--- src/rtl/branch_predictor.sv ---
// Fetch-side branch predictor: direct-mapped BTB with a 2-bit saturating
// direction counter per entry and a one-cycle registered prediction.
`ifndef SIZE_ADDR
`define SIZE_ADDR 16
`endif
`ifndef HBIT_ADDR
`define HBIT_ADDR (`SIZE_ADDR - 1)
`endif

module branch_predictor #(
  parameter int         INDEX_BITS = 4,
  parameter logic [1:0] CTR_INIT   = 2'b10
) (
  input  logic                  iw_clk,
  input  logic                  iw_rst_n,
  input  logic                  iw_fetch_valid,
  input  logic [`HBIT_ADDR:0]   iw_fetch_pc,
  input  logic                  iw_flush,
  input  logic                  iw_clear,
  input  logic                  iw_update,
  input  logic [`HBIT_ADDR:0]   iw_update_pc,
  input  logic                  iw_update_taken,
  input  logic [`HBIT_ADDR:0]   iw_update_target,
  output logic                  ow_pred_valid,
  output logic                  ow_pred_hit,
  output logic                  ow_pred_taken,
  output logic [`HBIT_ADDR:0]   ow_pred_pc
);

  localparam int ADDR_W  = `SIZE_ADDR;
  localparam int ENTRIES = 1 << INDEX_BITS;
  localparam int TAG_W   = ADDR_W - INDEX_BITS;

  logic [ENTRIES-1:0] valid;
  logic [1:0]         ctr    [ENTRIES];
  logic [TAG_W-1:0]   tag    [ENTRIES];
  logic [ADDR_W-1:0]  target [ENTRIES];

  function automatic logic [1:0] sat_inc(input logic [1:0] c);
    return (c == 2'b11) ? 2'b11 : c + 2'b01;
  endfunction

  function automatic logic [1:0] sat_dec(input logic [1:0] c);
    return (c == 2'b00) ? 2'b00 : c - 2'b01;
  endfunction

  // Stage p0: combinational lookup against current (pre-update) table state
  logic [INDEX_BITS-1:0] fetch_idx_p0;
  logic [TAG_W-1:0]      fetch_tag_p0;
  logic                  hit_p0;
  logic                  taken_p0;
  logic [ADDR_W-1:0]     npc_p0;
  logic                  vld_p0;

  always_comb begin
    fetch_idx_p0 = iw_fetch_pc[INDEX_BITS-1:0];
    fetch_tag_p0 = iw_fetch_pc[ADDR_W-1:INDEX_BITS];
    hit_p0       = valid[fetch_idx_p0] && (tag[fetch_idx_p0] == fetch_tag_p0);
    taken_p0     = hit_p0 && ctr[fetch_idx_p0][1];
    npc_p0       = taken_p0 ? target[fetch_idx_p0] : iw_fetch_pc + ADDR_W'(1);
    vld_p0       = iw_fetch_valid && !iw_flush;
  end

  logic [INDEX_BITS-1:0] upd_idx;
  logic [TAG_W-1:0]      upd_tag;
  logic                  upd_hit;
  logic                  upd_en;
  logic                  upd_alloc;

  // A same-cycle clear suppresses training entirely
  always_comb begin
    upd_idx   = iw_update_pc[INDEX_BITS-1:0];
    upd_tag   = iw_update_pc[ADDR_W-1:INDEX_BITS];
    upd_hit   = valid[upd_idx] && (tag[upd_idx] == upd_tag);
    upd_en    = iw_update && !iw_clear;
    upd_alloc = upd_en && !upd_hit && iw_update_taken;
  end

  always_ff @(posedge iw_clk or negedge iw_rst_n) begin
    if (!iw_rst_n) begin
      valid <= '0;
      for (int i = 0; i < ENTRIES; i++) ctr[i] <= 2'b01;
    end else begin
      if (iw_clear) begin
        valid <= '0;
      end else if (upd_alloc) begin
        valid[upd_idx] <= 1'b1;
      end
      if (upd_en && upd_hit) begin
        ctr[upd_idx] <= iw_update_taken ? sat_inc(ctr[upd_idx]) : sat_dec(ctr[upd_idx]);
      end else if (upd_alloc) begin
        ctr[upd_idx] <= CTR_INIT;
      end
    end
  end

  // Tag and target payload are don't-care until the valid bit is set
  always_ff @(posedge iw_clk) begin
    if (upd_en && iw_update_taken) begin
      tag[upd_idx]    <= upd_tag;
      target[upd_idx] <= iw_update_target;
    end
  end

  // Stage p1: registered prediction
  always_ff @(posedge iw_clk or negedge iw_rst_n) begin
    if (!iw_rst_n) begin
      ow_pred_valid <= 1'b0;
      ow_pred_hit   <= 1'b0;
      ow_pred_taken <= 1'b0;
      ow_pred_pc    <= '0;
    end else begin
      ow_pred_valid <= vld_p0;
      ow_pred_hit   <= iw_fetch_valid && hit_p0;
      ow_pred_taken <= iw_fetch_valid && taken_p0;
      if (iw_fetch_valid) ow_pred_pc <= npc_p0;
    end
  end

endmodule

--- config.mk ---
export PLATFORM = sky130hd
export DESIGN_NAME = branch_predictor
export DESIGN_NICKNAME = d
export VERILOG_FILES = /design/src/rtl/branch_predictor.sv
export SDC_FILE = /design/constraint.sdc
export NUM_CORES = 1
export LEC_CHECK = 0
export BUFFER_PORTS_ARGS = -buffer_cell sky130_fd_sc_hd__buf_4
export CORE_ASPECT_RATIO = 2
export CORE_MARGIN = 1
export CORE_UTILIZATION = 50
export CTS_BUF_LIST = sky130_fd_sc_hd__clkbuf_8
export CTS_CLUSTER_DIAMETER = 200
export DETAILED_ROUTE_END_ITERATION = 10
export PLACE_DENSITY_LB_ADDON = 0.05
export SLEW_MARGIN = 25
export SYNTH_ARGS = -nofsm -noshare
export SYNTH_HDL_FRONTEND = slang
export SYNTH_SLANG_ARGS = --single-unit
export TNS_END_PERCENT = 5
--- constraint.sdc ---
create_clock -name iw_clk -period 2.75 [get_ports iw_clk]
set_input_delay 0.4125 -clock iw_clk [delete_from_list [all_inputs] [get_ports iw_clk]]
set_output_delay 0.4125 -clock iw_clk [all_outputs]
set_load 0.01 [all_outputs]
# Word-level counts from Yosys, hierarchy flattened
# Memory sizes are Yosys's and may differ from the RTL's.
# Cells that the tools add are included.
[op_classes]
n_addsub = 3
n_lt_le_gt_ge = 6
n_eq_ne = 3
n_mux = 25
n_bitwise = 6
reduce_logical = 19
[op_table]
columns = ["cell", "n"]
rows = [
  ["32-bit two-way mux", 2],
  ["16-bit two-way mux", 3],
  ["32-bit bitwise mux", 1],
  ["16-bit OR", 2],
  ["12-bit equality test", 2],
  ["16-bit by 1-bit adder with 16-bit output, second input constant", 1],
  ["16-bit bitwise AND", 1],
  ["2-bit binary-select mux with 4-bit select", 2],
  ["2-bit two-way mux", 8],
  ["16-bit NOT", 1],
  ["1-bit logical AND", 13],
  ["5-bit >= comparator, second input constant", 2],
  ["4-bit by 5-bit < comparator with 1-bit output, second input constant", 2],
  ["4-bit NOT with 5-bit output", 2],
  ["1-bit binary-select mux with 4-bit select", 2],
  ["2-bit demux with 4-bit select", 1],
  ["5-bit by 1-bit < comparator with 1-bit output, second input constant", 1],
  ["1-bit two-way mux", 5],
  ["1-bit demux with 4-bit select", 1],
  ["4-bit by 1-bit >= comparator with 1-bit output, second input constant", 1],
  ["2-bit nonzero test", 2],
  ["1-bit zero test", 3],
  ["2-bit by 1-bit adder with 2-bit output, second input constant", 1],
  ["2-bit equality test, second input constant", 1],
  ["2 further kinds", 2],
]
[word_totals]
register_bits = 67
ramBits = 448
input_bits = 55
output_inout_bits = 19
elab_cells = 85
memories = 2
[memory_table]
columns = ["memory", "depth", "width", "rd", "rd_clocked_by_memory_dff", "write_ports", "line_no", "rtl"]
rows = [
  ["target", 16, 16, 1, 0, 1, "37", "logic [ADDR_W-1:0] target [ENTRIES];"],
  ["tag", 16, 12, 2, 0, 1, "36", "logic [TAG_W-1:0] tag [ENTRIES];"],
]

# Logic depth before layout (Yosys ltp)
[depth]
depth_word = 9
depth_mapped = 15
mapped_depth_nobuf = 8

# Worst setup path after synthesis
# OpenSTA, ideal clock, no wires.
[synth_path]
kind = "input port to flip-flop"
start = "input iw_update_pc[3]"
end = "memory tag[10][0] in the netlist's numbering, enable pin"
setup_time_ns = 0.413
arrival_time_ns = 3.134
required_ns = 2.337
slack_ns = -0.797
cell_stages = 7
path_buffers = 4
cell_sequence = "buf_2 -> buf_1 -> clkbuf_1 -> nand2b_1 -> or2_2 -> clkbuf_1 -> nor2_1"
[synth_lines]
columns = ["item", "line_no", "rtl"]
rows = [
  ["from (decl)", "21", "input logic [`HBIT_ADDR:0] iw_update_pc,"],
  ["to (decl)", "36", ""],
]
# Straight into the memory's write port.

==> flow_summary.yaml <==
placement:
  numPortBuffers: 73
  dpl_cell_area_mm2: 0.02526
  dp.cells: 1896
  dpl.hpwl_mm: 41.03
  place.gp.congestion: 0.8548
clock_network:
  clkSinkCount: 515
  clkTransAtPathRegs_ns: 0.07
  numCtsBuffers: 72
  cts-root-buf: "clkbuf_8"
  cts_tree: "yes"
  clk_latency_ns: 0.64
  ctsLongestPathBuffers: 3
  h-tree-depth: 3
sta:
  hold_viol_final: 0
  fin_crit_sh_pct: 107.2
  setup_viol: 24
  max_freq_mhz: 339.2
  slew_headroom_pct: 45.58
  timing.hold.ws_ns: 0.06192
  maxSlewViolCount: 0
  fin_crit_ns: 2.948
  worst_slew_pin_slew_ns: 0.8146
  skew_ns: 0.03437
  rsz0062_at_grt: "yes"
  fin_ws_ns: -0.1979
synthesis:
  synth.most_common_cell: "edfxtp_1"
  synth_fp_nets: 1265
  synthArstFlopShare_pct: 13.01
  synth_edf_count: 448
  synth_top_area_cell: "edfxtp_1"
  syn_inst: 1209
  synth_top_area_share_pct: 58.77
  synth_common_cells: "448 x edfxtp_1, 184 x mux4_2, 51 x dfrtp_1"
  yosysWarnings: 0
  avgSynthCellArea_um2: 18.93
  synth.distinct_cells: 62
  synth_area_mm2: 0.02289
  synthTopCellsByArea: "edfxtp_1 59%, mux4_2 18%, dfrtp_1 5.6%"
  yosysSeqAreaShare_pct: 66.19
  synth_flop_cell: "edfxtp_1"
  ys_seq_elements: 515
worst_setup_path:
  critPathLaunchType: "register"
  startpoint: "tag[8][2]"
  cp-end-kind: "register"
  crit_path_end: "ow_pred_pc[1]"
  cpPeakStageDelay_ns: 0.46
  r2r_start: "tag[8][2]"
  crit_type: "register to register"
  critPathMaxFanout: 7
  cp_slowest_cell: "mux4_2"
  reg2reg_depth: 10
  crit_arrival_ns: 3.44
  ff2ff_setup_slack_ns: -0.20
  worstReg2RegEnd: "ow_pred_pc[1]"
  required_ns: 3.24
  worstPathCellList: "buf_4 > mux4_2 > a22o_1 > a221oi_2 > xor2_1 > nand2_1 > or3_4 > clkbuf_16 > o31ai_4 > a31oi_1"
die:
  fp.coreArea_mm2: 0.04514
  die_h_um: 304.6
  die_x_um: 153.3
  design.portCount: 74
  die-area_mm2: 0.04669
  start_util_pct: 50.70
  rows: 110
status:
  violations: "setup timing"
  outcome: "finished, violations left"
run:
  drv_cap: 0
routing:
  drc_errors: 0
  ant_nets: 0
  wl_mm: 61.41
  firstDrtPassIters: 5
  wire_per_inst_um: 30.25
  drt_iter0_markers: 950
  viasPerCell: 6.263
  vias: 12713
pwr:
  power.leakage_uw: 0.009201
  pwr_density_cell_mw_per_mm2: 587.2
  p_total_uw: 15830
  irDropWorstVdd_mv: 0.5149
global_routing:
  grt_pass1_vias: 13817
  grt_max_degree: 68
  gr-total-overflow: 0
  antenna_found_initial: 1
  grt_pass1_wl_mm: 90.08
  grtUsageTotal_pct: 27.34
final_layout:
  layout-drive-gt1-share_pct: 39.07
  layout.nets: 1472
  post-route-util_pct: 59.73
  final_area_mm2: 0.02696
  fill_cells: 3389
  final_cells: 2030
  area_growth_pct: 17.79
hold_path:
  holdPathStages: 1
  min_path_type: "input pin to register"
## cell families after synthesis
group	Yosys count	share of synthesized area (%)
fa+ha+maj	3	0.1421
mux	232	21.09
buf+inv	119	2.651
simple gates	154	3.438
compound gates	137	4.619
xor+xnor	49	1.875
flops	515	66.19
## layout make-up
| class | count | area, um^2 | share of cell area [%] |
|---|---|---|---|
| sequential | 515 | 15150 | 56.19 |
| multi-input combinational | 575 | 7565 | 28.06 |
| timing repair buffer | 223 | 2136 | 7.921 |
| clock buffer | 75 | 1032 | 3.828 |
| tap | 560 | 700.7 | 2.599 |
| clock inverter | 52 | 267.8 | 0.9931 |
| inverter | 29 | 108.9 | 0.4037 |
| antenna | 1 | 2.502 | 0.009281 |
## cells in the final DEF, fill, tap and decap left out, types with 7 or more instances in the layout
cell / netlist / layout
dfstp_2: 16 / 16
mux4_1: 12 / 11
mux2i_1: 30 / 30
nor2b_1: 7 / 7
nand3_1: 7 / 7
nand4_1: 15 / 15
edfxtp_1: 448 / 448
inv_1: 28 / 54
xnor2_1: 33 / 31
clkinv_2: 0 / 10
nor2_4: 0 / 16
clkinv_1: 1 / 10
nor2_1: 47 / 31
a31oi_1: 15 / 14
dfrtp_1: 51 / 51
a32o_1: 15 / 15
a21oi_1: 35 / 35
nand2b_1: 9 / 9
mux4_2: 184 / 185
buf_4: 11 / 180
o32ai_1: 16 / 16
o22ai_1: 10 / 8
clkbuf_8: 0 / 75
nand2_1: 39 / 39
buf_6: 8 / 7
xor2_1: 16 / 16
buf_12: 1 / 33
o41ai_4: 0 / 9
## sequential cells by signal (all words and copies together) (netlist names)
register and count:
ctr 32, valid 16, ow_pred_valid 1, ow_pred_pc 16
target 256, tag 192, ow_pred_hit 1, ow_pred_taken 1
## per-layer routing
layer	vias to the layer above	wire [um]	GRT usage, %
met5	-	0	0
met3	113	3017	4.777
li1	5452	-	-
met4	0	2358	11.37
met1	6741	21870	30.58
met2	407	34160	50.74
## power breakdown
group / leakage (uW) / switching, uW / internal (uW)
Combinational: 0.00359 / 882 / 754
Sequential: 0.00485 / 84.6 / 8620
Clock: 0.000761 / 2850 / 2640
Total: 0.00920 / 3820 / 12000
## repair_timing
action	4_1_cts	5_1_grt
hold endpoints to repair	52	0
cloned	0	1
setup endpoints to repair	53	63
buffers inserted	2	1
pin swaps	6	28
gates resized for setup	29	16
hold buffers	2	0
## through the flow
step / setup slack (ns) / TNS [ns]
3_5_place_dp: -0.7438 / -39.78
4_1_cts: -0.1145 / -1.541
3_3_place_gp: -0.7167 / -34.81
2_1_floorplan: -0.1912 / -24.98
6_report: -0.1979 / -2.145
5_1_grt: -0.2140 / -6.833
## worst max-delay path, delay by kind of cell, from the launching register on
kind / cells / cell delay [ns]
compound gates: 4 / 0.88
simple gates: 2 / 0.53
mux: 1 / 0.46
flops: 1 / 0.40
buf+inv: 2 / 0.34
xor+xnor: 1 / 0.20
## how the worst min path moves through the flow
stage                                    from            to
after floorplan                      iw_rst_n       ctr[11]
after global placement              valid[15]     valid[15]
after detailed placement            valid[15]     valid[15]
after CTS                 iw_update_target[0]  target[7][0]
after global routing      iw_update_target[7]  target[0][7]
final                     iw_update_target[0]  target[7][0]
Power figures use the tool's default switching activity.
